$ cat src/rtl/ped_crossing_ctrl_pkg.sv
// rtl/ped_crossing_ctrl_pkg.sv - shared types for the pedestrian crossing controller
//
// Purpose: FSM state enum, lamp encoding and small lamp-protocol helpers
// shared by ped_crossing_ctrl and its sub-modules.
// Ports: none (package).

package ped_crossing_ctrl_pkg;

  typedef enum logic [2:0] {
    ST_IDLE = 3'd0,
    ST_WAIT = 3'd1,
    ST_REQ  = 3'd2,
    ST_HOLD = 3'd3,
    ST_WALK = 3'd4
  } state_e;

  typedef enum logic [1:0] {
    LAMP_NONE   = 2'd0,
    LAMP_GREEN  = 2'd1,
    LAMP_YELLOW = 2'd2,
    LAMP_RED    = 2'd3
  } lamp_e;

  // Single-lamp code; callers must check lamp_multi() separately.
  function automatic lamp_e lamp_encode(input logic r, input logic y, input logic g);
    lamp_e l;
    if (g)      l = LAMP_GREEN;
    else if (y) l = LAMP_YELLOW;
    else if (r) l = LAMP_RED;
    else        l = LAMP_NONE;
    return l;
  endfunction

  function automatic logic lamp_multi(input logic r, input logic y, input logic g);
    return (r & y) | (r & g) | (y & g);
  endfunction

  // Only legal change of active lamp: green -> yellow -> red -> green.
  function automatic lamp_e lamp_successor(input lamp_e l);
    lamp_e n;
    case (l)
      LAMP_GREEN:  n = LAMP_YELLOW;
      LAMP_YELLOW: n = LAMP_RED;
      LAMP_RED:    n = LAMP_GREEN;
      default:     n = LAMP_NONE;
    endcase
    return n;
  endfunction

endpackage

$ cat src/rtl/ped_crossing_ctrl_btn_debounce.sv
// rtl/ped_crossing_ctrl_btn_debounce.sv - button synchronizer and debouncer
//
// Purpose: two-flop synchronizer followed by a stable-high counter; emits a
// one-cycle press pulse on the DEB_CYCLES-th consecutive high synced sample.
// Ports:
//   clk      in  clock
//   rst_n    in  asynchronous active-low reset
//   button_i in  raw push-button, asynchronous to clk
//   press_o  out registered one-cycle press pulse

module btn_debounce
  import ped_crossing_ctrl_pkg::*;
#(
  parameter int DEB_CYCLES = 4
) (
  input  logic clk,
  input  logic rst_n,
  input  logic button_i,
  output logic press_o
);

  localparam int CW = $clog2(DEB_CYCLES + 1);

  logic          sync1_q;
  logic          sync2_q;
  logic [CW-1:0] cnt_q, cnt_d;
  logic          press_q, press_d;

  // Counter saturates at DEB_CYCLES so a long hold yields a single pulse;
  // only a low synced sample re-arms it.
  always_comb begin
    cnt_d   = cnt_q;
    press_d = 1'b0;
    if (!sync2_q) begin
      cnt_d = '0;
    end else if (cnt_q != CW'(DEB_CYCLES)) begin
      cnt_d   = cnt_q + 1'b1;
      press_d = (cnt_q == CW'(DEB_CYCLES - 1));
    end
  end

  always_ff @(posedge clk or negedge rst_n) begin
    if (!rst_n) begin
      sync1_q <= 1'b0;
      sync2_q <= 1'b0;
      cnt_q   <= '0;
      press_q <= 1'b0;
    end else begin
      sync1_q <= button_i;
      sync2_q <= sync1_q;
      cnt_q   <= cnt_d;
      press_q <= press_d;
    end
  end

  assign press_o = press_q;

endmodule

$ cat src/rtl/ped_crossing_ctrl.sv
// rtl/ped_crossing_ctrl.sv - pedestrian crossing controller top
//
// Purpose: registers pedestrian requests, asks the intersection controller to
// shorten a long green, drives walk / don't-walk / countdown during red and
// flags lamp-protocol violations.
// Ports:
//   clk, rst_n              in  clock, asynchronous active-low reset
//   button_i                in  raw push-button
//   red_i/yellow_i/green_i  in  intersection lamp states
//   clock_i[7:0]            in  remaining-phase countdown
//   pass_request_o          out one-cycle shorten-green request
//   walk_o, dont_walk_o     out pedestrian lamps
//   wait_lamp_o             out request-registered indicator
//   countdown_o[7:0]        out pedestrian countdown display
//   seq_err_o               out sticky lamp-protocol violation

module ped_crossing_ctrl
  import ped_crossing_ctrl_pkg::*;
#(
  parameter int DEB_CYCLES    = 4,
  parameter int REQ_MIN_CLOCK = 10,
  parameter int FLASH_LAST    = 3
) (
  input  logic       clk,
  input  logic       rst_n,
  input  logic       button_i,
  input  logic       red_i,
  input  logic       yellow_i,
  input  logic       green_i,
  input  logic [7:0] clock_i,
  output logic       pass_request_o,
  output logic       walk_o,
  output logic       dont_walk_o,
  output logic       wait_lamp_o,
  output logic [7:0] countdown_o,
  output logic       seq_err_o
);

  logic press;

  btn_debounce #(.DEB_CYCLES(DEB_CYCLES)) u_btn_debounce (
    .clk      (clk),
    .rst_n    (rst_n),
    .button_i (button_i),
    .press_o  (press)
  );

  state_e     state_q, state_d;
  logic       red_q;
  logic       primed_q;
  logic       pending_q, pending_d;
  logic       flash_q, flash_d;
  logic       pass_q, pass_d;
  logic       walk_q, walk_d;
  logic       dont_walk_q, dont_walk_d;
  logic       wait_q, wait_d;
  logic [7:0] countdown_q, countdown_d;
  lamp_e      last_lamp_q, last_lamp_d;
  logic       seen_q, seen_d;
  logic       seq_err_q, seq_err_d;

  // primed_q masks the first cycle after reset so a red already high at
  // release is not mistaken for a rising edge.
  logic red_rise, red_fall;
  assign red_rise = primed_q &  red_i & ~red_q;
  assign red_fall = primed_q & ~red_i &  red_q;

  lamp_e cur_lamp;
  logic  multi_lamp;
  logic  bad_order;
  logic  any_lamp;
  assign cur_lamp   = lamp_encode(red_i, yellow_i, green_i);
  assign multi_lamp = lamp_multi(red_i, yellow_i, green_i);
  assign any_lamp   = red_i | yellow_i | green_i;
  assign bad_order  = !multi_lamp && (cur_lamp != LAMP_NONE) && (last_lamp_q != LAMP_NONE) &&
                      (cur_lamp != last_lamp_q) && (cur_lamp != lamp_successor(last_lamp_q));

  always_comb begin
    state_d   = state_q;
    pending_d = pending_q;
    case (state_q)
      ST_IDLE: begin
        if (press) state_d = red_rise ? ST_WALK : ST_WAIT;
      end
      ST_WAIT: begin
        if (red_rise)                                  state_d = ST_WALK;
        else if (green_i && clock_i > 8'(REQ_MIN_CLOCK)) state_d = ST_REQ;
        else if (green_i || yellow_i)                  state_d = ST_HOLD;
      end
      ST_REQ:  state_d = ST_HOLD;
      ST_HOLD: begin
        if (red_rise) state_d = ST_WALK;
      end
      ST_WALK: begin
        // A press in the same cycle as red falling still counts as pending.
        if (red_fall) begin
          state_d   = (pending_q || press) ? ST_WAIT : ST_IDLE;
          pending_d = 1'b0;
        end else if (press) begin
          pending_d = 1'b1;
        end
      end
      default: state_d = ST_IDLE;
    endcase
  end

  // Outputs are computed from the next state so they register alongside it.
  always_comb begin
    pass_d      = (state_d == ST_REQ);
    wait_d      = (state_d == ST_WAIT) || (state_d == ST_REQ) || (state_d == ST_HOLD);
    walk_d      = 1'b0;
    dont_walk_d = 1'b1;
    countdown_d = 8'd0;
    flash_d     = 1'b0;
    if (state_d == ST_WALK) begin
      countdown_d = clock_i;
      if (clock_i > 8'(FLASH_LAST)) begin
        walk_d      = 1'b1;
        dont_walk_d = 1'b0;
      end else begin
        flash_d     = 1'b1;
        dont_walk_d = flash_q ? ~dont_walk_q : 1'b1;
      end
    end
  end

  always_comb begin
    seq_err_d   = seq_err_q | multi_lamp | bad_order | (seen_q & ~any_lamp);
    last_lamp_d = (!multi_lamp && cur_lamp != LAMP_NONE) ? cur_lamp : last_lamp_q;
    seen_d      = seen_q | any_lamp;
  end

  always_ff @(posedge clk or negedge rst_n) begin
    if (!rst_n) begin
      state_q     <= ST_IDLE;
      red_q       <= 1'b0;
      primed_q    <= 1'b0;
      pending_q   <= 1'b0;
      flash_q     <= 1'b0;
      pass_q      <= 1'b0;
      walk_q      <= 1'b0;
      dont_walk_q <= 1'b1;
      wait_q      <= 1'b0;
      countdown_q <= 8'd0;
      last_lamp_q <= LAMP_NONE;
      seen_q      <= 1'b0;
      seq_err_q   <= 1'b0;
    end else begin
      state_q     <= state_d;
      red_q       <= red_i;
      primed_q    <= 1'b1;
      pending_q   <= pending_d;
      flash_q     <= flash_d;
      pass_q      <= pass_d;
      walk_q      <= walk_d;
      dont_walk_q <= dont_walk_d;
      wait_q      <= wait_d;
      countdown_q <= countdown_d;
      last_lamp_q <= last_lamp_d;
      seen_q      <= seen_d;
      seq_err_q   <= seq_err_d;
    end
  end

  assign pass_request_o = pass_q;
  assign walk_o         = walk_q;
  assign dont_walk_o    = dont_walk_q;
  assign wait_lamp_o    = wait_q;
  assign countdown_o    = countdown_q;
  assign seq_err_o      = seq_err_q;

endmodule

$ cat config.mk
export PLATFORM = sky130hd
export DESIGN_NAME = ped_crossing_ctrl
export DESIGN_NICKNAME = d
export VERILOG_FILES = /design/src/rtl/ped_crossing_ctrl_pkg.sv /design/src/rtl/ped_crossing_ctrl_btn_debounce.sv /design/src/rtl/ped_crossing_ctrl.sv
export SDC_FILE = /design/constraint.sdc
export NUM_CORES = 1
export LEC_CHECK = 0
export ABC_CLOCK_PERIOD_IN_PS = 1800
export CORE_ASPECT_RATIO = 1.5
export CORE_MARGIN = 3
export CORE_UTILIZATION = 45
export CTS_CLUSTER_SIZE = 14
export DETAILED_ROUTE_END_ITERATION = 10
export HOLD_SLACK_MARGIN = 0.12
export PLACE_DENSITY = 0.72
export REMOVE_ABC_BUFFERS = 1
export SLEW_MARGIN = 10
export SYNTH_ARGS = -nofsm -noshare
export SYNTH_HDL_FRONTEND = slang
export SYNTH_SLANG_ARGS = --single-unit
$ cat constraint.sdc
create_clock -name clk -period 1.8 [get_ports clk]
set_input_delay 0.27 -clock clk [delete_from_list [all_inputs] [get_ports clk]]
set_output_delay 0.27 -clock clk [all_outputs]
set_load 0.05 [all_outputs]
== After elaboration in Yosys (flattened, before gate mapping) ==
Index checks and enable logic that the tools add are counted.
Cells by class
  equality and inequality tests: 16
  add/sub/neg operators: 1
  $lt $le $gt $ge: 2
  muxes and demuxes: 27
  reduce and logical (&&, ||, !) cells: 15
  bitwise operators: 20
Operators with widths (count)
  2-to-1 mux 3 bit: 9
  == test 3 x 2 -> 1 bit, second input constant: 5
  case mux 3 bit (5 select lines): 1
  2-to-1 mux 1 bit: 12
  bitwise AND 1 bit: 8
  greater-than comparator 8 x 2 -> 1 bit, second input constant: 1
  greater-than comparator 8 x 4 -> 1 bit, second input constant: 1
  2-to-1 mux 8 bit: 1
  bitwise OR 1 bit: 8
  == test 3 x 1 -> 1 bit, second input constant: 2
  == test 3 bit, second input constant: 2
  2-to-1 mux 2 bit: 3
  case mux 2 bit (3 select lines): 1
  nonzero test 2 bit: 3
  logical AND 1 bit: 5
  == test 2 bit, second input constant: 2
  logical OR 1 bit: 4
  inequality test 2 bit: 2
  inverter 1 bit: 4
  adder 3 x 1 -> 3 bit, second input constant: 1
  logical NOT 3 bit: 1
  inequality test 3 bit, second input constant: 1
  == test 2 x 1 -> 1 bit, second input constant: 1
  inequality test 2 bit, second input constant: 1
  2 further kinds: 2
Storage, ports and cells
  output and inout port bits: 13
  word-level logic and storage cells: 98
  input port bits: 14
  register bits: 29

== Longest topological paths before layout ==
Gate-level depths: netlist of the first run.
  depth in word-level cells: 10
  depth in mapped cells: 6
  depth with buffers taken out: 6

== By module ==
Synthesis of the first run repeated with hierarchy kept, for this count alone.
Second synthesis, totals
  cells, all modules: 117
  area, all modules: 1302.5 µm²
Modules (own cells, without submodules)
  ped_crossing_ctrl: cells each 96, instances 1, seq. area each 576.8 µm², area an instance 1047.3 µm²
  btn_debounce: cells each 21, instances 1, seq. area each 150.1 µm², area an instance 255.2 µm²

== Worst setup path after synthesis of the first run ==
No wires, ideal clock.
  kind: input to register
  from: input port clock_i[7]
  to: register walk_q (netlist: walk_o)
  setup slack: 0.364 ns
  stages on the path: 3
  data required time: 1.680 ns
  path buffers: 0
  setup time: 0.120 ns
  data arrival time: 1.316 ns
  cells stage by stage: or4_1 > or3_1 > and2_2
Between the ends
  word-level cells in the longest chain between the ends: 7
  elaborated cells on any way between the ends: 9
  those cells by class: order compare: 2; eq/ne: 1; mux: 5; reduce/logical: 1
Ends and longest elaborated chain
  start: declaration: RTL line ped_crossing_ctrl.sv:30  | input logic [7:0] clock_i,
  greater-than comparator 8 x 4 -> 1 bit: RTL line ped_crossing_ctrl.sv:87  | else if (green_i && clock_i > 8'(REQ_MIN_CLOCK)) state_d = ST_REQ;
  logical AND 1 bit: RTL line ped_crossing_ctrl.sv:87
  2-to-1 mux 3 bit: RTL line ped_crossing_ctrl.sv:87
  2-to-1 mux 3 bit: RTL line ped_crossing_ctrl.sv:86  | if (red_rise) state_d = ST_WALK;
  case mux 3 bit (5 select lines): RTL line ped_crossing_ctrl.sv:81  | case (state_q)
  == test 3 bit: RTL line ped_crossing_ctrl.sv:115  | if (state_d == ST_WALK) begin
  2-to-1 mux 1 bit (*): RTL line ped_crossing_ctrl.sv:115
  named net walk_d: RTL line ped_crossing_ctrl.sv:54  | logic walk_q, walk_d;
  end signal: assignment: RTL line ped_crossing_ctrl.sv:155  | walk_q <= walk_d;
  end: declaration: RTL line ped_crossing_ctrl.sv:54
The timed path passes the listed nets; every way through them passes the cells marked *.
A chain may end at the register's enable or synchronous reset.

== Worst setup path in the final report of the first run ==
  from: register seq_err_q (netlist: seq_err_o)
  to: output port seq_err_o
RTL lines
  start: declaration: RTL line ped_crossing_ctrl.sv:60  | logic seq_err_q, seq_err_d;
  start signal: assignment: RTL line ped_crossing_ctrl.sv:161  | seq_err_q <= seq_err_d;
  end: declaration: RTL line ped_crossing_ctrl.sv:36  | output logic seq_err_o
No word-level cell between the ends.

==> results of run 1 <==
## flip-flops by register name, summed over array words and instances (netlist names)
signal,count
u_btn_debounce.press_o,1
seq_err_o,1
red_q,1
pending_q,1
dont_walk_o,1
walk_o,1
u_btn_debounce.sync1_q,1
countdown_o,8
state_q,3
wait_lamp_o,1
u_btn_debounce.cnt_q,3
pass_request_o,1
primed_q,1
last_lamp_q,2
flash_q,1
u_btn_debounce.sync2_q,1
seen_q,1
## power groups by stage
stage	Combinational, uW	Sequential (uW)	Clock (uW)
global placement	482	833	0
CTS	505	829	600
floorplan	216	938	0
detailed placement	501	841	0
finish	496	828	578
global route	555	843	631
## logic make-up after synthesis
| kind of cell | synth area share (%) |
|---|---|
| adder cells (fa/ha/maj) | 5.86 |
| XOR/XNOR | 0.684 |
| AND/OR/NAND/NOR | 19.1 |
| AO/OA/AOI/OAI | 14.0 |
| buffers and inverters | 3.32 |
| other | 0.293 |
| flip-flops | 56.7 |
## cell usage in the layout (no fill, tap or decap), types with 6 or more instances in the layout
master,Yosys,final
a21oi_1,6,6
and2_1,8,8
buf_4,0,7
clkbuf_8,0,7
clkdlybuf4s50_1,0,25
dfrtp_1,28,28
ha_1,6,6
inv_1,8,8
nor2_1,6,6
o21ai_0,6,6
## path summary, 6_finish.rpt
check                                        from                     end  slack [ns]  depth (start not counted)
max in group asynchronous                   rst_n             dont_walk_o        1.13                          2
setup / recovery                        seq_err_o               seq_err_o        0.09                          1
min in group asynchronous                   rst_n                 flash_q        0.37                          2
setup reg to reg                   last_lamp_q[0]               seq_err_o        0.30                          6
hold / removal             u_btn_debounce.sync1_q  u_btn_debounce.sync2_q        0.36                          0
hold reg to reg            u_btn_debounce.sync1_q  u_btn_debounce.sync2_q        0.36                          0
## cells in the mapped netlist (2+ instances only)
| library cell | count | area share, % |
|---|---|---|
| dfrtp_1 | 28 | 55 |
| and2_1 | 8 | 3.9 |
| inv_1 | 8 | 2.3 |
| a21oi_1 | 6 | 2.3 |
| ha_1 | 6 | 5.9 |
| nor2_1 | 6 | 1.8 |
| o21ai_0 | 6 | 2.3 |
| nand2_1 | 5 | 1.5 |
| nor2b_1 | 4 | 2.0 |
| a211oi_1 | 2 | 1.2 |
| a21boi_0 | 2 | 1.2 |
| a21o_1 | 2 | 1.2 |
| and2_2 | 2 | 1.2 |
| clkbuf_1 | 2 | 0.59 |
| nand2b_1 | 2 | 0.98 |
| nand3_1 | 2 | 0.78 |
| nand3b_1 | 2 | 1.2 |
| nor3_1 | 2 | 0.78 |
| o21a_1 | 2 | 1.2 |
| o32a_1 | 2 | 1.6 |
| or3_1 | 2 | 0.98 |
| or4_1 | 2 | 1.2 |
## stage by stage
stage          total power, uW  util [%]  TNS, ns  setup WS (ns)
2_1_floorplan             1150         -        0          0.323
3_3_place_gp              1310      59.8   -0.196        -0.0688
3_5_place_dp              1340      59.8   -0.352        -0.0949
4_1_cts                   1930      63.6        0         0.0746
5_1_grt                   2030      63.6        0         0.0432
6_report                  1900      63.6        0         0.0869
## layer usage
| layer | global-route usage (%) | part of all wire, % |
|---|---|---|
| met1 | 16.0 | 34 |
| met2 | 30.3 | 58 |
| met3 | 5.20 | 5.2 |
| met4 | 8.31 | 2.3 |
| met5 | 0 | 0 |
## area by class of cell
cell class | count | area share [%]
timing repair buffer | 32 | 17.6
clock inverter | 1 | 0.291
clock buffer | 7 | 5.60
tap | 37 | 2.69
sequential | 29 | 42.3
multi-input combinational | 77 | 29.8
inverter | 8 | 1.75
==> results.txt, run 1 <==
The overall overflow remaining after global route came out at 0. The clock period minus worst slack came out at 1.71 ns. The die covers 3540 um^2.

The initial core utilization came out at between 40% and 50%. The internal power consumption is 1310 uW. The filler cell count in the final layout came out at roughly 250.

Setup violations remaining at the end of the flow were counted as 0. The number of slew-limit violations in the final report is 0. The post-CTS resize count is 0.

Across the routed clock network, the largest skew measured is 0.00144 ns. The analysis attributes to net switching a power of 591 uW. The switching power share of the total came out at a little under a third. The via count normalized by instance count came out at 5.12. The slowest cell on the critical path is clkdlybuf4s50_1.

The critical path class is register to output pin. The sequential share of power is 43.5%. The global-route usage over all layers is 16.4%. The critical path goes through clkdlybuf4s50_1.

The multi-input gate area in the final layout is 512 um^2. The final-report hold violation count came out at 0. The synthesized netlist occupies a cell area of 1280 um^2. Synthesis instantiated 36 different standard cells from the library. The final antenna-violating net count is 0. Along the worst path, the maximum fanout reaches 2. Averaged over all synthesized cells, the footprint is 11.0 um^2. The dominant delay contributor by cell family on the critical path is buffers and inverters. The most used flip-flop cell after synthesis is dfrtp_1. The finished cells cover 1720 um^2. Leaving out filler cells and counting taps, the final layout contains between 150 and 200.

The floorplan die height is around 71 um. The count of maximum capacitance violations is 0. The combinational fraction of design power is a little over a quarter. The cell count after placement came out at around 180.

The initialized floorplan defines 23 standard-cell rows. The count of synthesis-stage warnings from yosys is 0. The static leakage came out at 0.000766 uW. The die is 49.6 um wide. The run finished with clean final reports. The number of antenna repair diodes is 0.

Summed over all layers, the routed wires come to around 2400 um. The share of power burned in the clock network is 30.4%. The count of input and output buffers is 26. The clock-pin slew on the worst setup and hold paths came out at 0.06 ns.

The cts-stage hold buffer count is 0. The buffer count from post-CTS setup fixing is 0. The number of instances in the synthesized netlist came out at roughly 120. The detailed-route via count came out at roughly 1000.

Setup repair after global routing left no endpoint under its margin. In this run, CTS created clock tree buffers numbering 5. The data arrival time of the critical path came out at 1.44 ns. The share of layout cells above drive strength 1 is 12.3%. In this run the tightest slew margin relative to its limit is 66.4%. The floorplan core area came out at 2710 um^2. The peak per-stage delay on the critical path came out at approximately 0.81 ns.

The net count reported at finish came out at 173. The CTS tree is yes. Static timing analysis puts the maximum clock frequency at 584 MHz. The critical path required time is 1.53 ns. The number of design rule violations left after detail routing is 0.

For this design, the sink count on the clock tree is 29. The power density over the cells came out at 1110 nW/um^2. The initial antenna violation count came out at 0.

The routability-driven placement congestion ratio came out at between 0.7 and 0.8. The growth of design area from synthesis to finish came out at 34.2%. The insertion delay of the later-clocked pin in the worst-skew pair is 0.27 ns. After layout, the worst path uses 95.2% of the clock period. The synthesized design contains 0 enable-type register cells. The share of flip-flops with an asynchronous set or reset after synthesis is 100%.

The actual transition at the worst max-transition pin is 0.502 ns. The count of routing violations after the opening detailed-route iteration is 6. The via count of the first global-routing pass was ~1000. After detailed placement, the total cell area comes to 1620 um^2. The number of optimization iterations in the first detailed-route pass is 4.

The worst path buffer plus inverter count is 1. The clock tree root buffer cell is clkbuf_8. The sequential element share of the synthesized area came out at approximately 57%. The area used by sequential logic in the layout is 727 um^2. The first global-routing pass estimated 4340 um of wire. The H-tree depth is 2. The class of the worst hold path is register to register.

Entering global routing, the biggest net connects 30 pins. The count of state elements after synthesis came out at 29. On the final layout, the worst hold slack is roughly 0.36 ns. The worst setup path is captured at an output pin. The maximum resistive drop on vdd is 0.567 mV. The average routed wire per standard cell came out at 12.5 um.

The worst setup path is launched from a register. The number of I/O pins came out at 27. The maximum root-to-sink buffer count came out at 2.

The HPWL after detailed placement came out at between 1500 and 2000 um.
No activity file was read; power rests on OpenSTA's default activity.
==> run 2, diff against run 1 <==
--- a/config.mk
+++ b/config.mk
@@ -11,10 +11,12 @@
 export CORE_UTILIZATION = 45
 export CTS_CLUSTER_SIZE = 14
 export DETAILED_ROUTE_END_ITERATION = 10
+export GPL_ROUTABILITY_DRIVEN = 0
 export HOLD_SLACK_MARGIN = 0.12
 export PLACE_DENSITY = 0.72
 export REMOVE_ABC_BUFFERS = 1
 export SLEW_MARGIN = 10
 export SYNTH_ARGS = -nofsm -noshare
 export SYNTH_HDL_FRONTEND = slang
+export SYNTH_HIERARCHICAL = 1
 export SYNTH_SLANG_ARGS = --single-unit
==> run 2 against run 1 <==
Power up 6.5%. Flip-flop and latch count unchanged. Core utilization up 0.52 points. Sequential power about the same. Clock power up 19%. Critical path depth unchanged.
==> results.txt, run 2 <==
The met3 track demand over resource in global routing is 3.29% (-1.9 points). The final-report hold violation count came out at 0 (unchanged). The critical path required time came out at 1.53 ns (about the same). The library cells used most frequently in the layout, excluding fill and tap cells, are dfrtp_1, clkdlybuf4s50_1, nand2_1. The layer with the highest usage is met2.

The number of flip-flops under the largest register name is 8 (unchanged). The area share of the leading cell type in the synthesized netlist is 53.8% (-0.89 points). The final worst clock skew is 0.00430 ns (+0.00286 ns).

The post-layout worst setup margin is 0.110 ns (+0.0235 ns). The share of flip-flops with an asynchronous set or reset after synthesis is 100% (unchanged). The detailed-route via count came to 977 (unchanged). Setup repair after global routing left no endpoint under its margin. The number of instances in the synthesized netlist is 117 (unchanged). The total non-filler cell area in the finished layout was 1750 um^2 (+1.9%).

The count of input and output buffers came out at 26 (unchanged). Counting instances in the post-synthesis netlist gives the leading cell types as dfrtp_1, nand2_1, and2_1, inv_1. The count of maximum capacitance violations came out at 0 (unchanged).

By area the synthesized netlist is led by dfrtp_1, ha_1, and2_1. The via count of the first global-routing pass came out at 1030 (+5.7%). TritonCTS built the clock tree. The worst hold path belongs to the class register to register. The fraction of met2 tracks used by global routing came to 28.9% (-1.5 points). The share of cell area taken by muxes after synthesis is 0.768% (+0.77 points). The biggest fanout along the worst timing path is 1 (-1). The peak per-stage delay on the critical path is 0.81 ns (about the same).

The standard cell area after detailed placement is 1630 um^2 (+0.85%). The flow ran to the end, and the final reports show no timing, DRC or antenna violations. The cts-stage hold buffer count was 0 (unchanged). The synthesized-area fraction occupied by adder cells came out at 5.76% (-0.096 points). The cell area after technology mapping was 1300 um^2 (+1.7%).

The overall overflow remaining after global route is 0 (unchanged). The area of the die is 3590 um^2 (+1.5%). The sequential element share of the synthesized area came out at 55.8% (-0.93 points). The count of routing violations after the opening detailed-route iteration came to 18 (+12). The net count reported at finish is 172 (-0.58%). The tightest hold margin came to 0.354 ns (-0.00748 ns). The static leakage came out at 0.000824 uW (+7.6%). The final sum of negative setup slack is 0 ns (unchanged). The most used flip-flop cell after synthesis is dfrtp_1. The clock period minus worst slack came to 1.69 ns (-0.0235 ns). The global-route met1 utilization came to 18.0% (+2.1 points). The count of cell types in the netlist is 41 (+14%). The largest family of logic cells by synthesized area is compound AO/OA/AOI/OAI gates. The floorplan die height came out at 71.9 um (+0.76%). The number of rows created at floorplan came to 23 (unchanged). The most common cell in the synthesized netlist is dfrtp_1. The via count normalized by instance count was 5.14 (+0.53%). The insertion delay of the later-clocked pin in the worst-skew pair is 0.27 ns (about the same). The buffer count from post-CTS setup fixing is 0 (unchanged). The number of I/O pins is 27 (unchanged). The simple-gate area share of the yosys netlist came out at 16.0% (-3.1 points). The number of endpoints failing setup at the final stage is 0 (unchanged). The worst setup path is launched from a register. The synthesized area per cell came out at 11.1 um^2 (+1.7%). The data arrival time of the critical path is 1.42 ns (-0.02 ns). The growth of design area from synthesis to finish came out at 34.5%. Leaving out fill and tap cells, the most frequent cell in the layout is dfrtp_1. The slowest cell on the critical path is clkdlybuf4s50_1.

The tightest slew margin relative to the limit came to 65.8% (-0.61 points). The global-route wire length before repair came out at 4510 um (+4.0%). The worst path buffer plus inverter count is 1 (unchanged). The count of synthesis-stage warnings from yosys is 6 (+6).

The upper clock frequency limit came out at 592 MHz (+1.4%). The number of slew-limit violations in the final report is 0 (unchanged). The floorplan core area is 2730 um^2 (+1.1%).

The actual transition at the worst max-transition pin came out at 0.511 ns (+0.00914 ns). The number of synthesized flops with an enable pin came to 0 (unchanged). The utilization of the core after routing is 64.1% (+0.52 points). The dominant delay contributor by cell family on the critical path is buffers and inverters. The final critical-path share of the clock period is 93.9% (-1.3 points). The biggest area consumer among synthesized cells is dfrtp_1. The total wire length is 2590 um (+7.9%). The final antenna-violating net count came out at 0 (unchanged). The post-CTS resize count is 0 (unchanged). The xor/xnor cell area share of the yosys netlist came out at 0.672% (-0.011 points). The number of design rule violations left after detail routing was 0 (unchanged).

The power density over the cells is 1160 nW/um^2 (+4.5%). The average routed wire per standard cell came out at 13.6 um (+8.5%). The number of antenna repair diodes came out at 0 (unchanged).

The largest net degree at the start of global routing came out at 30 (unchanged). The clock tree root buffer cell is clkbuf_8. The initial core utilization came out at 47.6% (+0.28 points). The width of the chip came out at 49.9 um (+0.73%). The worst setup path is captured at an output pin. The fraction of the mapped netlist area in compound gates is 17.3% (+3.3 points).

The TritonCTS buffer count is 5 (unchanged). The clock sink count was 29 (unchanged). The count of state elements after synthesis is 29 (unchanged). The worst setup slack before clock tree synthesis came out at -0.123 ns (-0.0282 ns). The H-tree depth came out at 2 (unchanged). The signal on the critical path passes through clkdlybuf4s50_1. The maximum resistive drop on vdd came out at 0.787 mV (+39%). The global-route usage over all layers is 16.2% (-0.17 points). The HPWL after detailed placement was 1920 um (+2.6%).

The maximum root-to-sink buffer count came out at 2 (unchanged). The initial antenna violation count is 0 (unchanged). The clock-pin slew on the worst setup and hold paths came out at 0.06 ns (about the same). The worst setup path is of the register to output pin kind. The number of optimization iterations in the first detailed-route pass is 4 (unchanged). The share of layout cells above drive strength 1 came to 14.4% (+2.0 points).
run 2: per-layer routing:
layer	vias to the layer above	wire, um
met1	472	1050
met3	4	63
met5	-	0
met2	21	1430
met4	0	43
li1	480	-
run 2: path summary, 6_finish.rpt:
path	start	endpoint	slack, ns	depth (start not counted)
max in group asynchronous	rst_n	dont_walk_o	1.12	2
min in group asynchronous	rst_n	countdown_o[2]	0.37	2
min	u_btn_debounce/sync1_q	u_btn_debounce/sync2_q	0.35	0
max	countdown_o[7]	countdown_o[7]	0.11	1
max reg2reg	last_lamp_q[0]	seq_err_o	0.17	6
min reg2reg	u_btn_debounce/sync1_q	u_btn_debounce/sync2_q	0.35	0
run 2: area by class of cell:
| type | count | area (um^2) |
|---|---|---|
| inverters | 7 | 26.3 |
| clock buffers | 6 | 82.6 |
| fillers | 228 | 982 |
| flip-flops and latches | 29 | 727 |
| clock inverters | 2 | 37.5 |
| multi-input cells | 77 | 532 |
| well taps | 37 | 46.3 |
| repair buffers | 32 | 300 |
run 2: through the flow:
stage	std cells	power [uW]
floorplan	113	1160
global placement	182	1320
detailed placement	182	1350
CTS	190	2050
global route	190	2130
finish	190	2030
run 2: logic make-up (layout without fill, tap and decap cells):
family,count (synthesis),after routing
adder cells (fa/ha/maj),6,6
AO/OA/AOI/OAI,31,31
buffers and inverters,11,47
AND/OR/NAND/NOR,37,37
XOR/XNOR,1,1
other,1,1
multiplexers,1,1
flip-flops,29,29
run 2: power by group:
part | leakage [uW] | total [uW] | internal, uW | switching [uW]
logic | 0.000411 | 509 | 215 | 294
registers | 0.000355 | 831 | 747 | 83.5
clock network | 0.0000574 | 685 | 449 | 236
total | 0.000824 | 2030 | 1410 | 614
